**src/rtl/inert_chan_rdr.sv**
```systemverilog
// rtl/inert_chan_rdr.sv - inertial sensor channel reader over an SPI master; INERT_OVR_DETECT_EN enables the overrun flag
module inert_chan_rdr #(
    parameter int          NUM_CH      = 2,
    parameter logic [63:0] CH_ADDR     = 64'h0000_0000_0000_2C22,
    parameter int          STARTUP_CYC = 61455,
    parameter int          INIT_GAP    = 1024
) (
    input  logic                  clk,
    input  logic                  rst,
    input  logic                  INT,
    output logic                  wrt,
    output logic [15:0]           cmd,
    input  logic                  done,
    input  logic [15:0]           rd_data,
    output logic [16*NUM_CH-1:0]  samples,
    output logic                  vld,
    output logic                  busy,
    output logic                  ovr,
    input  logic                  clr_ovr
);

    localparam logic [3:0]  LAST_RD     = 4'(2 * NUM_CH - 1);
    localparam logic [31:0] STARTUP_END = 32'(STARTUP_CYC - 1);
    localparam logic [31:0] GAP_END     = 32'(INIT_GAP - 1);

    typedef enum logic [2:0] {
        STARTUP, INIT_CMD, INIT_WAIT, WAIT_INT, RD, UPDATE
    } state_t;

    state_t                 state, state_n;
    logic [31:0]            cnt, cnt_n;
    logic [1:0]             init_idx, init_idx_n;
    logic [3:0]             rd_idx, rd_idx_n;
    logic                   wrt_n, vld_n;
    logic [15:0]            cmd_n;
    logic [16*NUM_CH-1:0]   stage, stage_n, samples_n;
    logic                   int_m, int_s;

    // Fixed sensor configuration words, written once after power-up
    function automatic logic [15:0] init_cmd(input logic [1:0] i);
        case (i)
            2'd0:    return 16'h0D02;
            2'd1:    return 16'h1053;
            2'd2:    return 16'h1150;
            default: return 16'h1460;
        endcase
    endfunction

    // Read k: channel k/2, low byte at addr, high byte at addr+1
    function automatic logic [15:0] rd_cmd(input logic [3:0] k);
        logic [7:0] a;
        a = 8'h00;
        for (int c = 0; c < 8; c++) begin
            if (k[3:1] == c[2:0]) a = CH_ADDR[8*c +: 8];
        end
        a = a + {7'b0, k[0]};
        return {1'b1, a[6:0], 8'h00};
    endfunction

    // Two-flop synchronizer for the asynchronous data-ready line
    always_ff @(posedge clk) begin
        if (rst) begin
            int_m <= 1'b0;
            int_s <= 1'b0;
        end else begin
            int_m <= INT;
            int_s <= int_m;
        end
    end

    // Next-state and registered-output computation
    always_comb begin
        state_n    = state;
        cnt_n      = cnt;
        init_idx_n = init_idx;
        rd_idx_n   = rd_idx;
        wrt_n      = 1'b0;
        cmd_n      = cmd;
        vld_n      = 1'b0;
        samples_n  = samples;
        stage_n    = stage;
        case (state)
            STARTUP: begin
                if (cnt == STARTUP_END) begin
                    wrt_n      = 1'b1;
                    cmd_n      = init_cmd(2'd0);
                    init_idx_n = 2'd0;
                    state_n    = INIT_WAIT;
                end else begin
                    cnt_n = cnt + 32'd1;
                end
            end
            INIT_CMD: begin
                if (cnt == GAP_END) begin
                    wrt_n   = 1'b1;
                    cmd_n   = init_cmd(init_idx);
                    state_n = INIT_WAIT;
                end else begin
                    cnt_n = cnt + 32'd1;
                end
            end
            INIT_WAIT: begin
                if (done) begin
                    if (init_idx == 2'd3) begin
                        state_n = WAIT_INT;
                    end else begin
                        init_idx_n = init_idx + 2'd1;
                        cnt_n      = 32'd0;
                        state_n    = INIT_CMD;
                    end
                end
            end
            WAIT_INT: begin
                if (int_s) begin
                    wrt_n    = 1'b1;
                    cmd_n    = rd_cmd(4'd0);
                    rd_idx_n = 4'd0;
                    state_n  = RD;
                end
            end
            RD: begin
                if (done) begin
                    for (int i = 0; i < 2 * NUM_CH; i++) begin
                        if (rd_idx == 4'(i)) stage_n[8*i +: 8] = rd_data[7:0];
                    end
                    if (rd_idx == LAST_RD) begin
                        state_n = UPDATE;
                    end else begin
                        rd_idx_n = rd_idx + 4'd1;
                        wrt_n    = 1'b1;
                        cmd_n    = rd_cmd(rd_idx + 4'd1);
                    end
                end
            end
            UPDATE: begin
                samples_n = stage;
                vld_n     = 1'b1;
                state_n   = WAIT_INT;
            end
            default: state_n = STARTUP;
        endcase
    end

    // State and output registers
    always_ff @(posedge clk) begin
        if (rst) begin
            state    <= STARTUP;
            cnt      <= 32'd0;
            init_idx <= 2'd0;
            rd_idx   <= 4'd0;
            wrt      <= 1'b0;
            cmd      <= 16'h0000;
            vld      <= 1'b0;
            samples  <= '0;
            stage    <= '0;
        end else begin
            state    <= state_n;
            cnt      <= cnt_n;
            init_idx <= init_idx_n;
            rd_idx   <= rd_idx_n;
            wrt      <= wrt_n;
            cmd      <= cmd_n;
            vld      <= vld_n;
            samples  <= samples_n;
            stage    <= stage_n;
        end
    end

    assign busy = (state != WAIT_INT);

    logic unused_rd_hi;
    assign unused_rd_hi = ^rd_data[15:8];

`ifdef INERT_OVR_DETECT_EN
    logic int_d;

    // A fresh data-ready edge while a set is still being read means a sample was lost
    always_ff @(posedge clk) begin
        if (rst) begin
            int_d <= 1'b0;
            ovr   <= 1'b0;
        end else begin
            int_d <= int_s;
            if (int_s && !int_d && (state == RD || state == UPDATE)) ovr <= 1'b1;
            else if (clr_ovr) ovr <= 1'b0;
        end
    end
`else
    logic unused_clr;
    assign unused_clr = clr_ovr;
    assign ovr        = 1'b0;
`endif

endmodule
```
**config.mk**
```make
export PLATFORM = sky130hd
export DESIGN_NAME = inert_chan_rdr
export DESIGN_NICKNAME = d
export VERILOG_FILES = /design/src/rtl/inert_chan_rdr.sv
export SDC_FILE = /design/constraint.sdc
export NUM_CORES = 1
export LEC_CHECK = 0
export BUFFER_PORTS_ARGS = -buffer_cell sky130_fd_sc_hd__buf_4
export CAP_MARGIN = 10
export CORE_MARGIN = 2
export CORE_UTILIZATION = 37
export DETAILED_ROUTE_END_ITERATION = 16
export SLEW_MARGIN = 0
export SYNTH_ARGS = -nofsm -noshare
export SYNTH_HDL_FRONTEND = slang
export SYNTH_SLANG_ARGS = --single-unit
export TNS_END_PERCENT = 5
```
**constraint.sdc**
```tcl
create_clock -name clk -period 3.4 [get_ports clk]
set_input_delay 0.68 -clock clk [delete_from_list [all_inputs] [get_ports clk]]
set_output_delay 0.68 -clock clk [all_outputs]
set_load 0.05 [all_outputs]
```
==> results of run 1 <==
-- layout make-up --
cell class                      instances  area (um^2)  area share [%]
Clock inverter                         15          153            2.40
Timing Repair Buffer                   65          488            7.67
Clock buffer                           17          425            6.69
Tap cell                              180          225            3.54
Sequential cell                       120         2400            37.8
Multi-Input combinational cell        480         2630            41.3
Inverter                               11         41.3           0.649
-- registers in the layout, indices dropped and copies added, names as in the netlist --
| register | count |
|---|---|
| cnt | 32 |
| samples | 32 |
| stage | 32 |
| cmd | 11 |
| rd_idx | 4 |
| state | 3 |
| init_idx | 2 |
| int_m | 1 |
| int_s | 1 |
| vld | 1 |
| wrt | 1 |
-- kinds of logic (layout without fill, tap and decap cells) --
kind of cell	after synthesis	in the layout	synth area share (%)
mux	5	5	0.955
fa+ha+maj	12	12	2.86
other cells	1	5	0.0715
compound gates	143	143	15.5
flops	120	120	45.8
buf+inv	55	108	4.53
xor+xnor	21	21	3.51
simple gates	294	294	26.8
-- worst max-delay path, stage by stage, from the launching register on --
cell,delay [ns]
dfxtp_1,0.68
or3b_2,0.39
o22a_1,0.27
o2111ai_1,0.15
nor3_2,0.82
o211ai_1,0.24
o211a_1,0.19
-- metal layers --
layer / up-vias / wire [um] / GRT usage (%)
met4: 0 / 125 / 5.75
met3: 10 / 608 / 4.75
met5: - / 0 / 0
met2: 93 / 5270 / 25.7
li1: 2336 / - / -
met1: 2066 / 5680 / 22.2
-- power breakdown --
| group | internal (uW) | switching, uW |
|---|---|---|
| registers | 1440 | 34.0 |
| logic | 92.7 | 195 |
| clock network | 1080 | 644 |
| total | 2610 | 873 |
-- placed cells by master, fill, tap and decap left out, drive strengths merged, types with 2 or more instances in the layout --
cell,netlist,final
a21o,4,4
a21oi,85,85
a22oi,2,2
and2,3,3
and3,5,5
and4,7,7
buf,8,65
bufinv,0,2
clkbuf,36,17
clkinv,1,10
clkinvlp,0,2
conb,1,5
dfxtp,120,120
ha,12,12
inv,10,12
mux2i,5,5
nand2,126,126
nand2b,3,3
nand3,48,48
nand4,6,6
nor2,51,51
nor2b,5,5
nor3,7,7
nor3b,2,2
nor4,8,8
nor4b,2,2
o2111ai,4,4
o211ai,5,5
o21ai,30,30
o22a,3,3
o22ai,2,2
or3,10,10
or3b,3,3
or4,3,3
xnor2,4,4
xor2,17,17
-- stage by stage --
| step | power [uW] | setup slack, ns | hold WS, ns | instance area (um^2) |
|---|---|---|---|---|
| after global placement | 1790 | 0.633 | 0.430 | 5780 |
| after CTS | 3520 | 0.577 | 0.451 | 6360 |
| after floorplan | 1710 | 0.924 | 0.414 | 5260 |
| after global routing | 3620 | 0.290 | 0.466 | 6360 |
| final | 3480 | 0.547 | 0.443 | 6360 |
| after detailed placement | 1790 | 0.600 | 0.441 | 5780 |
-- cell usage after synthesis (all sizes together) (6+ instances only) --
| cell type | n | share of area (%) |
|---|---|---|
| ha | 12 | 2.9 |
| nand4 | 6 | 0.72 |
| and4 | 7 | 1.2 |
| clkbuf | 36 | 2.6 |
| nor2 | 51 | 3.7 |
| nand3 | 48 | 4.6 |
| a21oi | 85 | 8.1 |
| buf | 8 | 1.2 |
| nand2 | 126 | 9.0 |
| or3 | 10 | 1.2 |
| nor3 | 7 | 0.76 |
| dfxtp | 120 | 46 |
| inv | 10 | 0.72 |
| nor4 | 8 | 1.2 |
| o21ai | 30 | 2.9 |
| xor2 | 17 | 2.8 |
-- final timing paths --
check / cells past startpoint / to / slack, ns / start
worst min register to register: 1 / int_s$_SDFF_PP0_ / 0.44 / int_m$_SDFF_PP0_
worst max-delay path: 6 / cmd[13]$_SDFFE_PP0P_ / 0.55 / state[1]$_SDFFE_PP0P_
worst max register to register: 6 / cmd[13]$_SDFFE_PP0P_ / 0.55 / state[1]$_SDFFE_PP0P_
worst min-delay path: 1 / int_s$_SDFF_PP0_ / 0.44 / int_m$_SDFF_PP0_
==> qor.csv, run 1 <==
stage,metric,value,unit
timing,RSZ-0062 raised after global routing,false,
synthesis,prevailing post-synth register cell,dfxtp_1,
drt,number of remaining DRC errors,0,
floorplan,# IOs,73,
synthesis,cell count after synthesis,651,
clock_network,"Setup Fix Bufs, Post-CTS",0,
run,MaxCap Viol Count,0,
synthesis,warnings from Yosys,0,
power_and_ir_drop,maximum VDD drop,0.423,mV
setup_path,CP Max Fanout,18,
clock_network,H-tree depth,4,
cells_and_area,number of diodes,0,
drt,DR vias/cell,5.07,
timing,Setup Viol. Count Final,0,
timing,slew at the pin closest to its max-slew limit,1.06,ns
cells_and_area,fin cells,888,
floorplan,core box area,13900,um^2
timing,"Min Clock Period, post-route",2.85,ns
clock_network,"Clk pin slew, worst setup/hold paths",0.05,ns
setup_path,Setup crit end kind,register,
cells_and_area,FILL cells,1397,
timing,clock skew,0.00872,ns
drt,ANT nets after route,0,
setup_path,Critical Path AT,3.15,ns
synthesis,#FFs+latches synth,120,
setup_path,worst path required time,3.70,ns
timing,Final TNS setup,0,ns
global_routing,pin count of the biggest net entering global routing,84,
floorplan,Initial Utilization,37.8,%
synthesis,"EDFF count, synth",0,
clock_network,worst skew pair latency,0.41,ns
clock_network,CTS Hold Buffers Added,0,
power_and_ir_drop,Lkg Pwr,0.00234,uW
drt,drt first pass iters,4,
cells_and_area,Area Growth Syn to Fin,21.3,%
synthesis,mapped cell area,5240,um^2
synthesis,Post-synth ARST share,0,%
synthesis,syn avg cell area,8.05,um^2
floorplan,Die X,123,um
timing,Final Hold Vio Count,0,
drt,1st-iter DRT viols,302,
drt,Detailed Route WL,11.7,mm
place,post-DP HPWL,7.94,mm
timing,max-slew violations,0,
place,placed cells,856,
global_routing,overall routing resource usage,16.6,%
global_routing,vias in the first global route,4252,
status,outcome,completed,
timing,fmax,351,MHz
floorplan,Die Footprint,15100,um^2
setup_path,Setup crit start kind,register,
drt,Vias,4505,
clock_network,Root Driver,clkbuf_16,
clock_network,CTS Buf Count,17,
synthesis,"Distinct cells, synth",54,
synthesis,post-synthesis sequential area ratio,45.8,%
clock_network,Max clock buf depth,2,
floorplan,height of the chip,123,um
floorplan,num rows,43,
setup_path,Crit Path Class,reg -> reg,
timing,Slew Limit Headroom,29.1,%
cells_and_area,fin nets,728,
clock_network,CTS tree,yes,
global_routing,gr ovfl total,0,
timing,final worst-path cycle share,83.9,%
place,RePlAce Congestion,0.767,
min_path,HP Class,reg -> reg,
global_routing,first-pass GRT wire length,20.0,mm
clock_network,post_cts resized,0,
place,# port buffers,58,
cells_and_area,fin util,45.8,%
global_routing,antenna violations before repair,0,
drt,routed len/inst,13.2,um
power_and_ir_drop,Power Dens Cells,548,nW/um^2
clock_network,CTS sink count,120,
cells_and_area,layout cell share with drive strength beyond 1,15.0,%
(Power assumes the default switching activity.)
==> run 2: changes to the inputs <==
--- a/config.mk
+++ b/config.mk
@@ -5,6 +5,7 @@
 export SDC_FILE = /design/constraint.sdc
 export NUM_CORES = 1
 export LEC_CHECK = 0
+export ABC_AREA = 1
 export BUFFER_PORTS_ARGS = -buffer_cell sky130_fd_sc_hd__buf_4
 export CAP_MARGIN = 10
 export CORE_MARGIN = 2
==> constraint.sdc (replaced) <==
create_clock -name clk -period 2.9 [get_ports clk]
set_input_delay 0.58 -clock clk [delete_from_list [all_inputs] [get_ports clk]]
set_output_delay 0.58 -clock clk [all_outputs]
set_load 0.05 [all_outputs]
==> qor.csv, run 2 <==
stage,metric,value,unit
synthesis,#FFs+latches synth,120,
setup_path,Worst path most repeated cell,nand3_2,
power_and_ir_drop,combinational share of power,31.3,%
setup_path,Critical Path AT,2.62,ns
power_and_ir_drop,Power Dens Cells,799,nW/um^2
power_and_ir_drop,maximum VDD drop,0.562,mV
power_and_ir_drop,Flop pwr share,33.5,%
setup_path,r2r setup slk,0.62,ns
synthesis,syn avg cell area,6.70,um^2
cells_and_area,finished layout cell area,7460,um^2
timing,"Min Clock Period, post-route",2.28,ns
global_routing,first-pass GRT wire length,26.6,mm
timing,Setup Viol. Count Final,0,
clock_network,Root Driver,clkbuf_16,
drt,drt first pass iters,6,
clock_network,post_cts resized,0,
power_and_ir_drop,reported net switching power,2320,uW
floorplan,Die Footprint,18100,um^2
synthesis,synth cell count leaders,"255 x nor2_1, 204 x nand2_1, 120 x dfxtp_1, 75 x o21ai_0, 74 x inv_1",
setup_path,CP Max Fanout,17,
cells_and_area,fin nets,1025,
place,area post-placement,6880,um^2
drt,number of remaining DRC errors,0,
min_path,HP Class,in -> reg,
global_routing,overall routing resource usage,18.4,%
timing,final worst-path cycle share,78.6,%
place,placed cells,1193,
timing,Final Hold Vio Count,0,
cells_and_area,fin cells,1225,
floorplan,core box area,16600,um^2
clock_network,Max clock buf depth,2,
global_routing,pin count of the biggest net entering global routing,76,
run,MaxCap Viol Count,0,
clock_network,CTS sink count,120,
setup_path,sequence of cells on the critical path,ha_1 -> nand3_2 -> clkinv_2 -> nand2_4 -> nor2_4 -> nand3_2 -> nand3_4 -> buf_12 -> nand2_2 -> a21oi_2,
drt,Vias,5768,
status,outcome,completed,
drt,ANT nets after route,0,
clock_network,"Clk pin slew, worst setup/hold paths",0.06,ns
cells_and_area,most frequent cells in the layout,"253 x nor2_1, 204 x nand2_1, 120 x dfxtp_1",
synthesis,synth top area cells,"dfxtp_1 38%, nor2_1 15%, nand2_1 12%",
synthesis,cell count after synthesis,940,
synthesis,Synth area leader,dfxtp_1,
drt,routed len/inst,12.8,um
drt,Detailed Route WL,15.7,mm
timing,RSZ-0062 raised after global routing,false,
clock_network,CTS Buf Count,17,
cells_and_area,"commonest non-fill, non-tap cell in the layout",nor2_1,
floorplan,Die X,134,um
setup_path,worst path required time,3.25,ns
power_and_ir_drop,P_int,3640,uW
timing,slew at the pin closest to its max-slew limit,0.639,ns
synthesis,prevailing post-synth register cell,dfxtp_1,
clock_network,H-tree depth,4,
power_and_ir_drop,Sw Share,38.9,%
timing,Final TNS setup,0,ns
setup_path,critical path's slowest cell,dfxtp_1,
cells_and_area,Area Growth Syn to Fin,18.6,%
cells_and_area,FILL cells,1769,
synthesis,"EDFF count, synth",0,
synthesis,cell with the most instances after synthesis,nor2_1,
drt,1st-iter DRT viols,270,
synthesis,Yosys top cell area share,38.2,%
synthesis,warnings from Yosys,0,
timing,fmax,439,MHz
place,# port buffers,58,
place,RePlAce Congestion,0.927,
global_routing,antenna violations before repair,0,
synthesis,"Distinct cells, synth",32,
global_routing,vias in the first global route,5353,
setup_path,Setup crit end kind,register,
cells_and_area,biggest regs,"cnt (32), samples (32), stage (32)",
floorplan,# IOs,73,
clock_network,CTS tree,yes,
setup_path,Setup crit start kind,register,
cells_and_area,layout cell share with drive strength beyond 1,18.5,%
synthesis,mapped cell area,6290,um^2
global_routing,gr ovfl total,0,
place,post-DP HPWL,10.8,mm
setup_path,largest stage delay on the critical path,0.42,ns
synthesis,post-synthesis sequential area ratio,38.2,%
cells_and_area,Sequential Area,2400,um^2
power_and_ir_drop,Lkg Pwr,0.00324,uW
floorplan,Initial Utilization,38.0,%
timing,max-slew violations,0,
clock_network,worst skew pair latency,0.43,ns
power_and_ir_drop,clock network fraction of total power,35.2,%
cells_and_area,area of the multi-input gates,3380,um^2
timing,clock skew,0.0165,ns
floorplan,height of the chip,134,um
timing,Slew Limit Headroom,57.4,%
drt,DR vias/cell,4.71,
clock_network,CTS Hold Buffers Added,0,
synthesis,Post-synth ARST share,0,%
clock_network,"Setup Fix Bufs, Post-CTS",0,
cells_and_area,number of diodes,0,
floorplan,num rows,47,
setup_path,Crit Path Class,reg -> reg,
-- run 2: cell count changes after synthesis, sizes merged, moves of 8 or more --
cell	previous run	this run
nor4	8	0
o21ai	30	75
buf	8	16
nor2	51	262
nand2	126	237
or3	10	0
nand3	48	37
nand4	6	17
clkbuf	36	21
a21oi	85	40
inv	10	80
-- run 2: worst paths after layout --
kind                                          start              endpoint  depth (start not counted)
worst max register to register  cnt[0]$_SDFFE_PP0P_  cnt[15]$_SDFFE_PP0P_                         10
worst min register to register     int_m$_SDFF_PP0_      int_s$_SDFF_PP0_                          2
worst min-delay path                            INT      int_m$_SDFF_PP0_                          3
worst max-delay path            cnt[0]$_SDFFE_PP0P_  cnt[15]$_SDFFE_PP0P_                         10
-- run 2: final cells by class --
class | count | area share [%]
clock buffer | 19 | 6.07
inverter | 82 | 4.14
timing repair buffer | 66 | 6.81
multi-input combinational | 705 | 45.3
sequential | 120 | 32.2
clock inverter | 13 | 1.83
tap | 220 | 3.69
-- run 2: cell families after synthesis --
kind of cell	after synthesis	share of synthesized area [%]
flops	120	38.2
other cells	1	0.0596
xor+xnor	12	1.67
compound gates	120	11.6
fa+ha+maj	12	2.39
buf+inv	119	8.43
simple gates	556	37.7
-- run 2: power by group through the flow --
stage	Clock (uW)	Sequential, uW	Combinational (uW)
6_report	2100	2000	1860
5_1_grt	2220	2030	2100
4_1_cts	2150	2000	1890
3_5_place_dp	0	2030	1890
3_3_place_gp	0	2030	1870
2_1_floorplan	0	2340	1150
-- run 2: metrics by stage --
stage | hold WS [ns] | setup slack (ns) | power [uW] | util [%]
4_1_cts | 0.343 | 0.589 | 6040 | 45.0
6_report | 0.350 | 0.622 | 5960 | 45.0
2_1_floorplan | 0.388 | 1.16 | 3490 | -
3_5_place_dp | 0.399 | 0.617 | 3920 | 41.5
3_3_place_gp | 0.393 | 0.668 | 3900 | 41.5
5_1_grt | 0.359 | 0.416 | 6340 | 45.0
-- run 2: critical path: cells and delay by family, from the launching register on --
kind            cells  cell delay [ns]
buf+inv             2             0.33
simple gates        6             1.02
fa+ha+maj           1             0.29
flops               1             0.42
compound gates      1             0.13
-- run 2: metal layers --
layer	track usage, %	routed length, um
met5	0	0
met1	24.6	7680
met4	6.37	205
met3	3.97	556
met2	29.3	7270
